**src/rtl/clk_pkg.sv**
```systemverilog
// Shared constants for the digital-clock time-base.
// Provides the direction encoding, the system clock rate and the
// standard moduli used by the ms -> s -> min -> h cascade.
package clk_pkg;

   localparam logic DIR_UP = 1'b0;
   localparam logic DIR_DN = 1'b1;

   localparam int unsigned CLK_HZ  = 50_000_000;

   localparam int unsigned MOD_1MS = 50000;
   localparam int unsigned MOD_1S  = 1000;
   localparam int unsigned MOD_60  = 60;
   localparam int unsigned MOD_24  = 24;

endpackage

```
**src/rtl/mod_counter_prog_if.sv**
```systemverilog
// Control/status bundle of the programmable modulo counter.
// master : the controller driving en/clr/dir/oneshot/mod_wr/mod_val/load/load_val
// slave  : the counter, returning cnt/tc/done/mod_err
interface mod_counter_prog_if #(
   parameter int unsigned WIDTH = 16
) ();

   logic             en;
   logic             clr;
   logic             dir;
   logic             oneshot;
   logic             mod_wr;
   logic [WIDTH-1:0] mod_val;
   logic             load;
   logic [WIDTH-1:0] load_val;

   logic [WIDTH-1:0] cnt;
   logic             tc;
   logic             done;
   logic             mod_err;

   modport master (
      output en, clr, dir, oneshot, mod_wr, mod_val, load, load_val,
      input  cnt, tc, done, mod_err
   );

   modport slave (
      input  en, clr, dir, oneshot, mod_wr, mod_val, load, load_val,
      output cnt, tc, done, mod_err
   );

endinterface

```
**src/rtl/mod_counter_prog.sv**
```systemverilog
// Runtime-programmable modulo counter for the digital-clock time-base.
// Counts enabled cycles modulo a programmable value, up or down, free-running
// or one-shot, with preload and a shadowed modulus applied only at a wrap/clr.
// Ports:
//   clk  - system clock, all state on posedge
//   rst  - synchronous active-high reset, overrides everything
//   bus  - slave side of mod_counter_prog_if (controls in, cnt/tc/done/mod_err out)
// tc is combinational from registered state so a cascaded stage can advance
// on the same edge as this stage wraps.
module mod_counter_prog
   import clk_pkg::*;
#(
   parameter int unsigned WIDTH       = 16,
   parameter int unsigned DEFAULT_MOD = MOD_1MS
) (
   input  logic                clk,
   input  logic                rst,
   mod_counter_prog_if.slave   bus
);

   localparam logic [WIDTH-1:0] RST_MOD  = WIDTH'(DEFAULT_MOD);
   localparam logic [WIDTH-1:0] RST_TERM = WIDTH'(DEFAULT_MOD - 1);
   localparam logic [WIDTH-1:0] ONE      = WIDTH'(1);

   logic [WIDTH-1:0] cnt_q,      cnt_d;
   logic [WIDTH-1:0] mod_act_q,  mod_act_d;
   logic [WIDTH-1:0] term_val_q, term_val_d;
   logic [WIDTH-1:0] mod_pend_q, mod_pend_d;
   logic             pend_vld_q, pend_vld_d;
   logic             done_q,     done_d;
   logic             mod_err_q,  mod_err_d;

   logic             term_c;
   logic [WIDTH-1:0] mod_eff_c;

   // Terminal state: top of range counting up, zero counting down.
   assign term_c    = (bus.dir == DIR_UP) ? (cnt_q == term_val_q) : (cnt_q == '0);
   // Modulus that a wrap or clr would adopt.
   assign mod_eff_c = pend_vld_q ? mod_pend_q : mod_act_q;

   // State registers.
   always_ff @(posedge clk) begin
      if (rst) begin
         cnt_q      <= '0;
         mod_act_q  <= RST_MOD;
         term_val_q <= RST_TERM;
         mod_pend_q <= RST_MOD;
         pend_vld_q <= 1'b0;
         done_q     <= 1'b0;
         mod_err_q  <= 1'b0;
      end else begin
         cnt_q      <= cnt_d;
         mod_act_q  <= mod_act_d;
         term_val_q <= term_val_d;
         mod_pend_q <= mod_pend_d;
         pend_vld_q <= pend_vld_d;
         done_q     <= done_d;
         mod_err_q  <= mod_err_d;
      end
   end

   // Next-state: clr > load > count, then shadow-modulus capture.
   always_comb begin
      cnt_d      = cnt_q;
      mod_act_d  = mod_act_q;
      mod_pend_d = mod_pend_q;
      pend_vld_d = pend_vld_q;
      done_d     = done_q;
      mod_err_d  = 1'b0;

      if (bus.clr) begin
         mod_act_d  = mod_eff_c;
         pend_vld_d = 1'b0;
         done_d     = 1'b0;
         cnt_d      = (bus.dir == DIR_DN) ? (mod_eff_c - ONE) : '0;
      end else if (bus.load) begin
         done_d = 1'b0;
         if (bus.load_val < mod_act_q) begin
            cnt_d = bus.load_val;
         end else begin
            cnt_d     = term_val_q;
            mod_err_d = 1'b1;
         end
      end else if (bus.en && !done_q) begin
         if (!term_c) begin
            cnt_d = (bus.dir == DIR_DN) ? (cnt_q - ONE) : (cnt_q + ONE);
         end else if (bus.oneshot) begin
            done_d = 1'b1;
         end else begin
            mod_act_d  = mod_eff_c;
            pend_vld_d = 1'b0;
            cnt_d      = (bus.dir == DIR_DN) ? (mod_eff_c - ONE) : '0;
         end
      end

      // Applied after the wrap/clr so a same-edge write becomes the next pending value.
      if (bus.mod_wr) begin
         if (bus.mod_val == '0) begin
            mod_err_d = 1'b1;
         end else begin
            mod_pend_d = bus.mod_val;
            pend_vld_d = 1'b1;
         end
      end

      term_val_d = mod_act_d - ONE;
   end

   assign bus.cnt     = cnt_q;
   assign bus.done    = done_q;
   assign bus.mod_err = mod_err_q;
   assign bus.tc      = bus.en & term_c & ~done_q & ~bus.clr & ~bus.load & ~rst;

endmodule
```
**src/flat_wrapper.sv**
```systemverilog
// flat-port wrapper written by rule: the top's interface ports become plain ports
module mod_counter_prog_flat import clk_pkg::*;
#(
   parameter int unsigned WIDTH       = 16,
   parameter int unsigned DEFAULT_MOD = MOD_1MS
)
  (clk, rst, bus_en, bus_clr, bus_dir, bus_oneshot, bus_mod_wr, bus_mod_val, bus_load, bus_load_val, bus_cnt, bus_tc, bus_done, bus_mod_err);
  mod_counter_prog_if #(.WIDTH(WIDTH)) bus_i ();
  input  logic clk;
  input  logic rst;
  input wire logic [$bits(bus_i.en)-1:0] bus_en;
  input wire logic [$bits(bus_i.clr)-1:0] bus_clr;
  input wire logic [$bits(bus_i.dir)-1:0] bus_dir;
  input wire logic [$bits(bus_i.oneshot)-1:0] bus_oneshot;
  input wire logic [$bits(bus_i.mod_wr)-1:0] bus_mod_wr;
  input wire logic [$bits(bus_i.mod_val)-1:0] bus_mod_val;
  input wire logic [$bits(bus_i.load)-1:0] bus_load;
  input wire logic [$bits(bus_i.load_val)-1:0] bus_load_val;
  output wire logic [$bits(bus_i.cnt)-1:0] bus_cnt;
  output wire logic [$bits(bus_i.tc)-1:0] bus_tc;
  output wire logic [$bits(bus_i.done)-1:0] bus_done;
  output wire logic [$bits(bus_i.mod_err)-1:0] bus_mod_err;
  assign bus_i.en = bus_en;
  assign bus_i.clr = bus_clr;
  assign bus_i.dir = bus_dir;
  assign bus_i.oneshot = bus_oneshot;
  assign bus_i.mod_wr = bus_mod_wr;
  assign bus_i.mod_val = bus_mod_val;
  assign bus_i.load = bus_load;
  assign bus_i.load_val = bus_load_val;
  assign bus_cnt = bus_i.cnt;
  assign bus_tc = bus_i.tc;
  assign bus_done = bus_i.done;
  assign bus_mod_err = bus_i.mod_err;
  mod_counter_prog #(.WIDTH(WIDTH), .DEFAULT_MOD(DEFAULT_MOD)) u_core (.clk(clk), .rst(rst), .bus(bus_i));
endmodule
```
**config.mk**
```make
export PLATFORM = sky130hd
export DESIGN_NAME = mod_counter_prog_flat
export DESIGN_NICKNAME = d
export VERILOG_FILES = /design/src/rtl/clk_pkg.sv /design/src/rtl/mod_counter_prog_if.sv /design/src/rtl/mod_counter_prog.sv /design/src/flat_wrapper.sv
export SDC_FILE = /design/constraint.sdc
export NUM_CORES = 1
export LEC_CHECK = 0
export BUFFER_PORTS_ARGS = -buffer_cell sky130_fd_sc_hd__buf_2
export CORE_MARGIN = 2
export CORE_UTILIZATION = 30
export DETAILED_ROUTE_END_ITERATION = 10
export PLACE_DENSITY = 0.56
export RECOVER_POWER = 100
export SLEW_MARGIN = 10
export SYNTH_ARGS = -nofsm -noshare
export SYNTH_HDL_FRONTEND = slang
export SYNTH_SLANG_ARGS = --single-unit
```
**constraint.sdc**
```tcl
create_clock -name clk -period 3.45 [get_ports clk]
set_input_delay 0.1725 -clock clk [delete_from_list [all_inputs] [get_ports clk]]
set_output_delay 0.1725 -clock clk [all_outputs]
set_load 0.1 [all_outputs]
```
-- Word level (Yosys, flattened, before mapping)
Cells that the tools add are included.
- register bits: 67
- input port bits: 40
- output and inout port bits: 19
- logic and storage cells: 60
- add/sub/neg operators: 4
- order comparisons: 1
- equality and inequality tests: 2
- mux-type cells: 27
- bitwise logic cells: 10
- reductions and logical operators: 9
- operator list (kind ; count):
    two-way mux 16 bit ; 14
    subtractor 16 x 1 -> 16 bit (second input constant) ; 3
    logical NOT 16 bit ; 2
    adder 16 x 1 -> 16 bit (second input constant) ; 1
    equality test 16 bit ; 1
    < comparator 16 bit ; 1
    two-way mux 1 bit ; 13
    AND 1 bit ; 5
    inverter 1 bit ; 5
    != test 4 bit (second input constant) ; 1
    AND reduction 2 bit ; 2
    AND reduction 3 bit ; 1
    nonzero test 3 bit ; 1
    OR reduction 3 bit ; 1
    logical AND 1 bit ; 1
    logical NOT 1 bit ; 1

-- Depth between registers and ports, before layout
Gate-level depths: netlist of the first run.
- word-level depth: 8
- depth in mapped cells: 14
- gate-level depth less buffers: 12

-- Worst setup path before layout of the first run
Ideal clock, no wire load.
- path kind: flip-flop to output port
- start point: reg u_core.cnt_q[10] (netlist: u_core.bus.cnt[10])
- end point: out bus_tc
- data arrival time: 5.010 ns
- data required time: 3.277 ns
- path slack: -1.733 ns
- cell stages (with the launch flop): 7
- path buffers: 1
- path through: dfxtp_1 > xnor2_1 > nand4_1 > nor3_1 > a21oi_1 > buf_2 > nor4b_1
- longest elaborated chain between the ends: 7
- elaborated cells on any way between the ends: 8
- those cells by class: eq/ne: 1; mux: 1; bitwise: 5; reduce/logical: 1
- ends and longest elaborated chain (item ; line ; text):
    start, declared ; mod_counter_prog.sv:25 ; logic [WIDTH-1:0] cnt_q, cnt_d;
    start signal, assigned ; mod_counter_prog.sv:52 ; cnt_q <= cnt_d;
    equality test 16 bit or logical NOT 16 bit (tied branches) ; mod_counter_prog.sv:37 ; assign term_c = (bus.dir == DIR_UP) ? (cnt_q == term_val_q) : (cnt_q == '0);
    two-way mux 1 bit * ; mod_counter_prog.sv:37 ;
    AND 1 bit * (5 in a row) ; mod_counter_prog.sv:112 ; assign bus.tc = bus.en & term_c & ~done_q & ~bus.clr & ~bus.load & ~rst;
    end, declared ; flat_wrapper.sv:20 ; output wire logic [$bits(bus_i.tc)-1:0] bus_tc;
Every way passes the cells marked *; elsewhere a longest branch is shown, timed or not.

-- Final worst setup path of the first run
- start point: reg u_core.cnt_q[2] (netlist: u_core.bus.cnt[2])
- end point: reg u_core.term_val_q[11]
- longest elaborated chain between the ends: 7
- elaborated cells on any way between the ends: 8
- those cells by class: add/sub: 1; eq/ne: 1; mux: 5; reduce/logical: 1
- ends and longest elaborated chain (item ; line ; text):
    equality test 16 bit or logical NOT 16 bit (tied branches) ; mod_counter_prog.sv:37 ;
    two-way mux 1 bit * ; mod_counter_prog.sv:37 ;
    two-way mux 16 bit * ; mod_counter_prog.sv:85 ; if (!term_c) begin
    two-way mux 16 bit * ; mod_counter_prog.sv:84 ; end else if (bus.en && !done_q) begin
    two-way mux 16 bit * ; mod_counter_prog.sv:76 ; end else if (bus.load) begin
    two-way mux 16 bit * ; mod_counter_prog.sv:71 ; if (bus.clr) begin
    subtractor 16 x 1 -> 16 bit * ; mod_counter_prog.sv:106 ; term_val_d = mod_act_d - ONE;
    end signal, assigned ; mod_counter_prog.sv:54 ; term_val_q <= term_val_d;
    end, declared ; mod_counter_prog.sv:27 ; logic [WIDTH-1:0] term_val_q, term_val_d;
Marked as above.
A chain may end at the register's enable or synchronous reset.

==> impl_metrics.ini, run 1 <==
[sta]
fin_crit_ns = 3.094
finClkSkew_ns = 0.005593
fmax_mhz = 323.2
hold_viol = 0
worstMarginPinSlew_ns = 1.194
tns_ns = 0
setup_viol = 0
grt_setup_unrepaired = no
maxSlewHeadroom_pct = 20.73
fin_crit_sh_pct = 89.69
drv_slew = 0

[pwr]
p_seq_share_pct = 34.4
p_clk_share_pct = 37.4
p_sw_share_pct = 36.05
p_leak_nw = 2.438
pwr-share-comb_pct = 28.3
p_switching_mw = 0.9369
power.internal_mw = 1.662
cellPowerDensity_nw_per_um2 = 435.2
vdd_drop_max_uv = 259.5

[place]
gp_congestion = 0.9202
hpwl_um = 12990
port-buffer-count = 58
dp_cells = 907

[cts]
clk_path_buf_depth = 2
numCtsBuffers = 9
clk_pin_slew_ns = 0.06
cts_setup_buffers = 0
hold_buffers = 0
tritoncts = yes
ctsResizeCount = 0
worstSkewPairLatency_ns = 0.35
cts_sinks = 67
cts_root_buffer = clkbuf_16
cts-htree-levels = 3

[min_path]
min_path_type = in -> reg
hold_path_end = u_core.mod_pend_q[8]$_SDFFE_PP1P_
hold_depth = 3
hp-start = bus_mod_val[8]

[worst_setup_path]
cp.arrival_ns = 3.33
ff2ff_path_depth = 9
r2r-end = u_core.term_val_q[11]$_SDFF_PP0_
r2r-start = u_core.bus.cnt[2]$_SDFFE_PP0P_
crit_path_end_kind = register
startpoint_type = register
critPathRequiredTime_ns = 3.68
crit_fanout = 16
r2r_setup_slack_ns = 0.36
crit_type = reg -> reg

[synthesis]
synth_seq_cells = 67
ys.flop_type = dfxtp_1
yosys_warnings = 0
yosysUniqueCellTypes = 72
synth_nets = 714
syn_area_sq_um = 5166
ys_seq_area_share_pct = 25.96
synth.avg_cell_area_sq_um = 8.047
synth-edff-count = 0
synth_async_sr_flop_share_pct = 0
synthCells = 642

[run]
maxCapViolCount = 0

[detailed_routing]
vias = 5037
drc_errors = 0
wl_per_cell_um = 18.21
antenna_left = 0
wirelength_um = 16810
drtIter0Drc = 438
firstDrtPassIters = 5
vias_per_cell = 5.457

[floorplan]
die_y_um = 135.2
core_area_sq_um = 16700
chipWidth_um = 135.2
rows = 47
initial_core_util_pct = 30.93
io_pins = 59
die_area_sq_um = 18290

[grt]
grt_pass1_vias = 4827
grt_max_degree = 39
grt.total_usage_pct = 18.65
antenna_found_initial = 0
grt_pass1_wl_um = 26470
grt.overflow.total = 0

[final_layout]
nets = 770
drive_gt1_share_pct = 12.66
synthToLayoutAreaGrowth_pct = 15.60
diodes = 0
fin_cells = 923
final_cell_mix = nand2_1 (63), dfxtp_1 (63), nor2_1 (53), xnor2_1 (38), buf_2 (38)

[outcome]
outcome = complete, no violations
## per-stage QoR
stage | util [%] | hold WS [ns] | setup slack (ns) | cell area [sq um] | total power, mW
6_report | 35.76 | 0.04935 | 0.3557 | 5972 | 2.599
3_3_place_gp | 34.35 | 0.4037 | 0.5675 | 5737 | 1.646
4_1_cts | 36.22 | 0.04387 | 0.4880 | 6048 | 2.624
5_1_grt | 35.76 | 0.05966 | 0.09357 | 5972 | 2.718
2_1_floorplan | - | 0.2967 | 0.04055 | 5186 | 1.448
3_5_place_dp | 34.35 | 0.4094 | 0.4989 | 5737 | 1.645
## worst max path at each step
stage,start,to,slack [ns],depth (start not counted)
2_1_floorplan,u_core.bus.cnt[14]$_SDFFE_PP0P_,u_core.term_val_q[8]$_SDFF_PP1_,0.04,12
3_3_place_gp,u_core.mod_act_q[9]$_SDFF_PP1_,u_core.bus.cnt[14]$_SDFFE_PP0P_,0.57,8
3_5_place_dp,u_core.bus.cnt[2]$_SDFFE_PP0P_,u_core.term_val_q[12]$_SDFF_PP0_,0.50,11
4_1_cts,u_core.bus.cnt[2]$_SDFFE_PP0P_,u_core.term_val_q[12]$_SDFF_PP0_,0.49,11
5_1_grt,u_core.bus.cnt[2]$_SDFFE_PP0P_,u_core.term_val_q[14]$_SDFF_PP1_,0.09,11
6_report,u_core.bus.cnt[2]$_SDFFE_PP0P_,u_core.term_val_q[11]$_SDFF_PP0_,0.36,9
## kinds of logic after synthesis
group	Yosys count	share of synthesized area, %
and+or+nand+nor	223	21.70
DFF	67	25.96
AOI/OAI and AO/OA	163	21.63
adders and majority gates	32	7.895
buffers and inverters	61	5.086
xor gates and xnor gates	54	9.155
muxes	42	8.573
## critical path, cell delays in order (launching register included)
cell and delay (ns):
dfxtp_1 0.36, nor4_1 0.33, nand4_1 0.17, o41ai_1 0.48, a21o_1 0.22, buf_4 0.24
nand2_4 0.19, mux2i_1 0.35, nor3b_1 0.29, mux2_1 0.35
## Yosys cell counts, types with 3 or more instances
master | n | area, sq um
o21ai_1 | 4 | 20.02
a21oi_1 | 29 | 145.1
xnor2_1 | 38 | 332.8
mux2i_1 | 35 | 350.3
ha_1 | 31 | 387.9
o21a_1 | 9 | 67.56
o22ai_1 | 4 | 25.02
or3_1 | 6 | 37.54
buf_6 | 3 | 33.78
nor3_2 | 4 | 40.04
a211oi_1 | 5 | 37.54
o31ai_1 | 9 | 67.56
buf_2 | 3 | 15.01
nand2b_1 | 6 | 37.54
a311oi_1 | 5 | 43.79
nor3_1 | 19 | 95.09
and2_1 | 3 | 18.77
clkinv_1 | 3 | 11.26
a31oi_1 | 14 | 87.58
nand2_1 | 63 | 236.5
a21o_1 | 11 | 82.58
nor3b_1 | 7 | 52.55
mux2_2 | 4 | 45.04
nor4_1 | 16 | 100.1
inv_1 | 27 | 101.4
nor2_1 | 53 | 198.9
a21boi_0 | 3 | 22.52
o22a_1 | 7 | 61.31
nand4_1 | 17 | 106.4
xor2_1 | 16 | 140.1
clkbuf_1 | 22 | 82.58
dfxtp_1 | 67 | 1341
o21ai_0 | 29 | 145.1
nand3_1 | 13 | 65.06
o211ai_1 | 3 | 22.52
o31a_1 | 9 | 78.83
## area by class of cell
| class | count | area (sq um) |
|---|---|---|
| Fill cell | 1843 | 10730 |
| Tap cell | 220 | 275.3 |
| Inverter | 30 | 112.6 |
| Multi-Input combinational cell | 514 | 3540 |
| Sequential cell | 67 | 1346 |
| Clock inverter | 6 | 72.57 |
| Timing Repair Buffer | 76 | 386.6 |
| Clock buffer | 10 | 239.0 |
## routing by layer
metal  routed length (um)  share of wire [%]  up-vias  track usage (%)
met5                    0                  0        -                0
met4                  357                2.1        0            6.134
met3                  954                5.7       26            4.115
met2                 7333                 44      164            28.93
met1                 8160                 49     2375            25.67
li1                     -                  -     2472                -
## power by group through the flow
stage               clock network (mW)  logic (mW)  registers [mW]
floorplan                            0       0.423            1.03
global placement                     0       0.739           0.906
detailed placement                   0       0.737           0.907
CTS                              0.993       0.741           0.890
global route                      1.03       0.795           0.898
finish                           0.972       0.734           0.893
## sequential cells by signal, summed over array words and instances (netlist names)
signal,count
u_core.bus.cnt,16
u_core.bus.done,1
u_core.bus.mod_err,1
u_core.mod_act_q,16
u_core.mod_pend_q,16
u_core.pend_vld_q,1
u_core.term_val_q,16
Note: power is estimated with default switching activity, not from simulation.
==> inputs of run 2 (changes only) <==
--- a/config.mk
+++ b/config.mk
@@ -7,11 +7,11 @@
 export LEC_CHECK = 0
 export BUFFER_PORTS_ARGS = -buffer_cell sky130_fd_sc_hd__buf_2
 export CORE_MARGIN = 2
-export CORE_UTILIZATION = 30
+export CORE_UTILIZATION = 60
 export DETAILED_ROUTE_END_ITERATION = 10
-export PLACE_DENSITY = 0.56
+export PLACE_DENSITY = 0.91
 export RECOVER_POWER = 100
-export SLEW_MARGIN = 10
+export SLEW_MARGIN = 30
 export SYNTH_ARGS = -nofsm -noshare
 export SYNTH_HDL_FRONTEND = slang
 export SYNTH_SLANG_ARGS = --single-unit
==> run 2 against run 1 <==
- final area is 5.4% lower
- setup slack worse by 0.13 ns
- maximum frequency is 3.9% lower
- wire length is 7.1% lower
- power is 15% lower
- clock-buffer cell count is 1 higher
==> impl_metrics.ini, run 2 (same netlist as run 1, synthesis figures left out) <==
[final_layout]
nets = 763
diodes = 0
finalInstanceArea_sq_um = 5648
drive_gt1_share_pct = 12.21
post-route-util_pct = 68.05
filler_cell_count = 691
final_cell_mix = nand2_1 (63), dfxtp_1 (63), nor2_1 (53), xnor2_1 (38), buf_2 (38)
synthToLayoutAreaGrowth_pct = 9.324

[pwr]
p_total_mw = 2.206
p_sw_share_pct = 39.77
vdd_drop_max_uv = 274.6
cellPowerDensity_nw_per_um2 = 390.5
pwr-share-comb_pct = 33.6
p_leak_nw = 2.344
p_clk_share_pct = 26.2
p_switching_mw = 0.8771
p_seq_share_pct = 40.2
power.internal_mw = 1.329

[detailed_routing]
wirelength_um = 15610
vias_per_cell = 6.720
antenna_left = 0
vias = 5383
wl_per_cell_um = 19.49
firstDrtPassIters = 6
drtIter0Drc = 464
drc_errors = 0

[worst_setup_path]
critical_path.top_delay_family = compound AO/OA/AOI/OAI gates
crit_path_end_kind = register
crit_fanout = 14
slowest_delay_ns = 0.44
crit_top_cell = nor3_2
startpoint_type = register
worst-path-buf-inv = 1
crit_type = reg -> reg
cp.arrival_ns = 3.45
critPathRequiredTime_ns = 3.68
r2r_setup_slack_ns = 0.23
cp_slowest_cell = o41ai_2
path_cells = nor4_1 > nand4_1 > o41ai_2 > a21o_1 > buf_4 > o21ai_0 > ha_1 > nand3b_1 > nor3_2 > o22ai_1 > o21a_1 > nor3_2

[sta]
drv_slew = 0
grt_setup_unrepaired = no
setup_viol = 0
fin_crit_sh_pct = 93.32
fin_crit_ns = 3.219
finClkSkew_ns = 0.008468
maxSlewHeadroom_pct = 19.59
worstMarginPinSlew_ns = 1.211
tns_ns = 0
fmax_mhz = 310.6
hold_viol = 0

[cts]
cts_root_buffer = clkbuf_8
worstSkewPairLatency_ns = 0.35
clk_pin_slew_ns = 0.08
ctsResizeCount = 0
tritoncts = yes
cts-htree-levels = 3
cts_setup_buffers = 0
numCtsBuffers = 9
hold_buffers = 0
clk_path_buf_depth = 2
cts_sinks = 67

[grt]
grt_pass1_wl_um = 25540
grt_pass1_vias = 5236
grt.total_usage_pct = 32.86
grt_max_degree = 39
antenna_found_initial = 0
grt.overflow.total = 0

[floorplan]
rows = 33
die_y_um = 96.79
initial_core_util_pct = 62.25
chipWidth_um = 96.79
core_area_sq_um = 8299
io_pins = 59
die_area_sq_um = 9368

[place]
placed_area_sq_um = 5540
hpwl_um = 11680
port-buffer-count = 58
gp_congestion = 0.9724

[run]
maxCapViolCount = 0

[outcome]
outcome = complete, no violations

[min_path]
min_path_type = in -> reg
run 2: cell count changes in the layout (fill, tap and decap cells not counted), moves of 2 or more:
cell,change
buf_4,-4
clkinv_2,+3
inv_6,-2
clkbuf_16,-9
clkbuf_8,+8
clkinv_4,-2
run 2: per-layer routing:
metal	vias to the layer above	global-route usage [%]	part of all wire, %
li1	2458	-	-
met2	393	55.18	47
met5	-	0	0
met4	0	11.48	3.4
met1	2456	41.65	38
met3	76	7.225	11
run 2: cell type report:
type | count | area, sq um | area share [%]
multi-input combinational | 514 | 3551 | 62.87
sequential | 67 | 1346 | 23.84
inverter | 30 | 112.6 | 1.994
timing repair buffer | 69 | 345.3 | 6.114
tap | 105 | 131.4 | 2.326
clock buffer | 11 | 131.4 | 2.326
clock inverter | 5 | 30.03 | 0.5317
run 2: through the flow:
stage / hold WS [ns] / std cells / worst slack [ns]
after CTS: 0.05177 / 801 / 0.3082
after floorplan: 0.2967 / 642 / 0.04055
final: 0.05104 / 801 / 0.2306
after detailed placement: 0.4066 / 785 / 0.3243
after global routing: 0.07512 / 801 / 0.02567
after global placement: 0.4004 / 785 / 0.4690
run 2: worst reg2reg max path: stages, from the launching register on:
cell and delay, ns:
dfxtp_1 0.37, nor4_1 0.37, nand4_1 0.19, o41ai_2 0.44, a21o_1 0.20, buf_4 0.24
o21ai_0 0.13, ha_1 0.27, nand3b_1 0.13, nor3_2 0.06, o22ai_1 0.43, o21a_1 0.21
nor3_2 0.03
run 2: power by group through the flow:
stage | Sequential (mW) | Clock (mW) | Combinational (mW)
6_report | 0.887 | 0.577 | 0.742
5_1_grt | 0.893 | 0.613 | 0.791
4_1_cts | 0.883 | 0.572 | 0.734
3_5_place_dp | 0.901 | 0 | 0.727
3_3_place_gp | 0.896 | 0 | 0.705
2_1_floorplan | 1.03 | 0 | 0.423
run 2: path summary, 6_finish.rpt:
check	from	endpoint	cells past startpoint
setup / recovery	u_core.bus.cnt[2]$_SDFFE_PP0P_	u_core.term_val_q[12]$_SDFF_PP0_	12
setup reg to reg	u_core.bus.cnt[2]$_SDFFE_PP0P_	u_core.term_val_q[12]$_SDFF_PP0_	12
hold / removal	bus_mod_val[15]	u_core.mod_pend_q[15]$_SDFFE_PP1P_	3
hold reg to reg	u_core.mod_pend_q[14]$_SDFFE_PP1P_	u_core.mod_pend_q[14]$_SDFFE_PP1P_	2
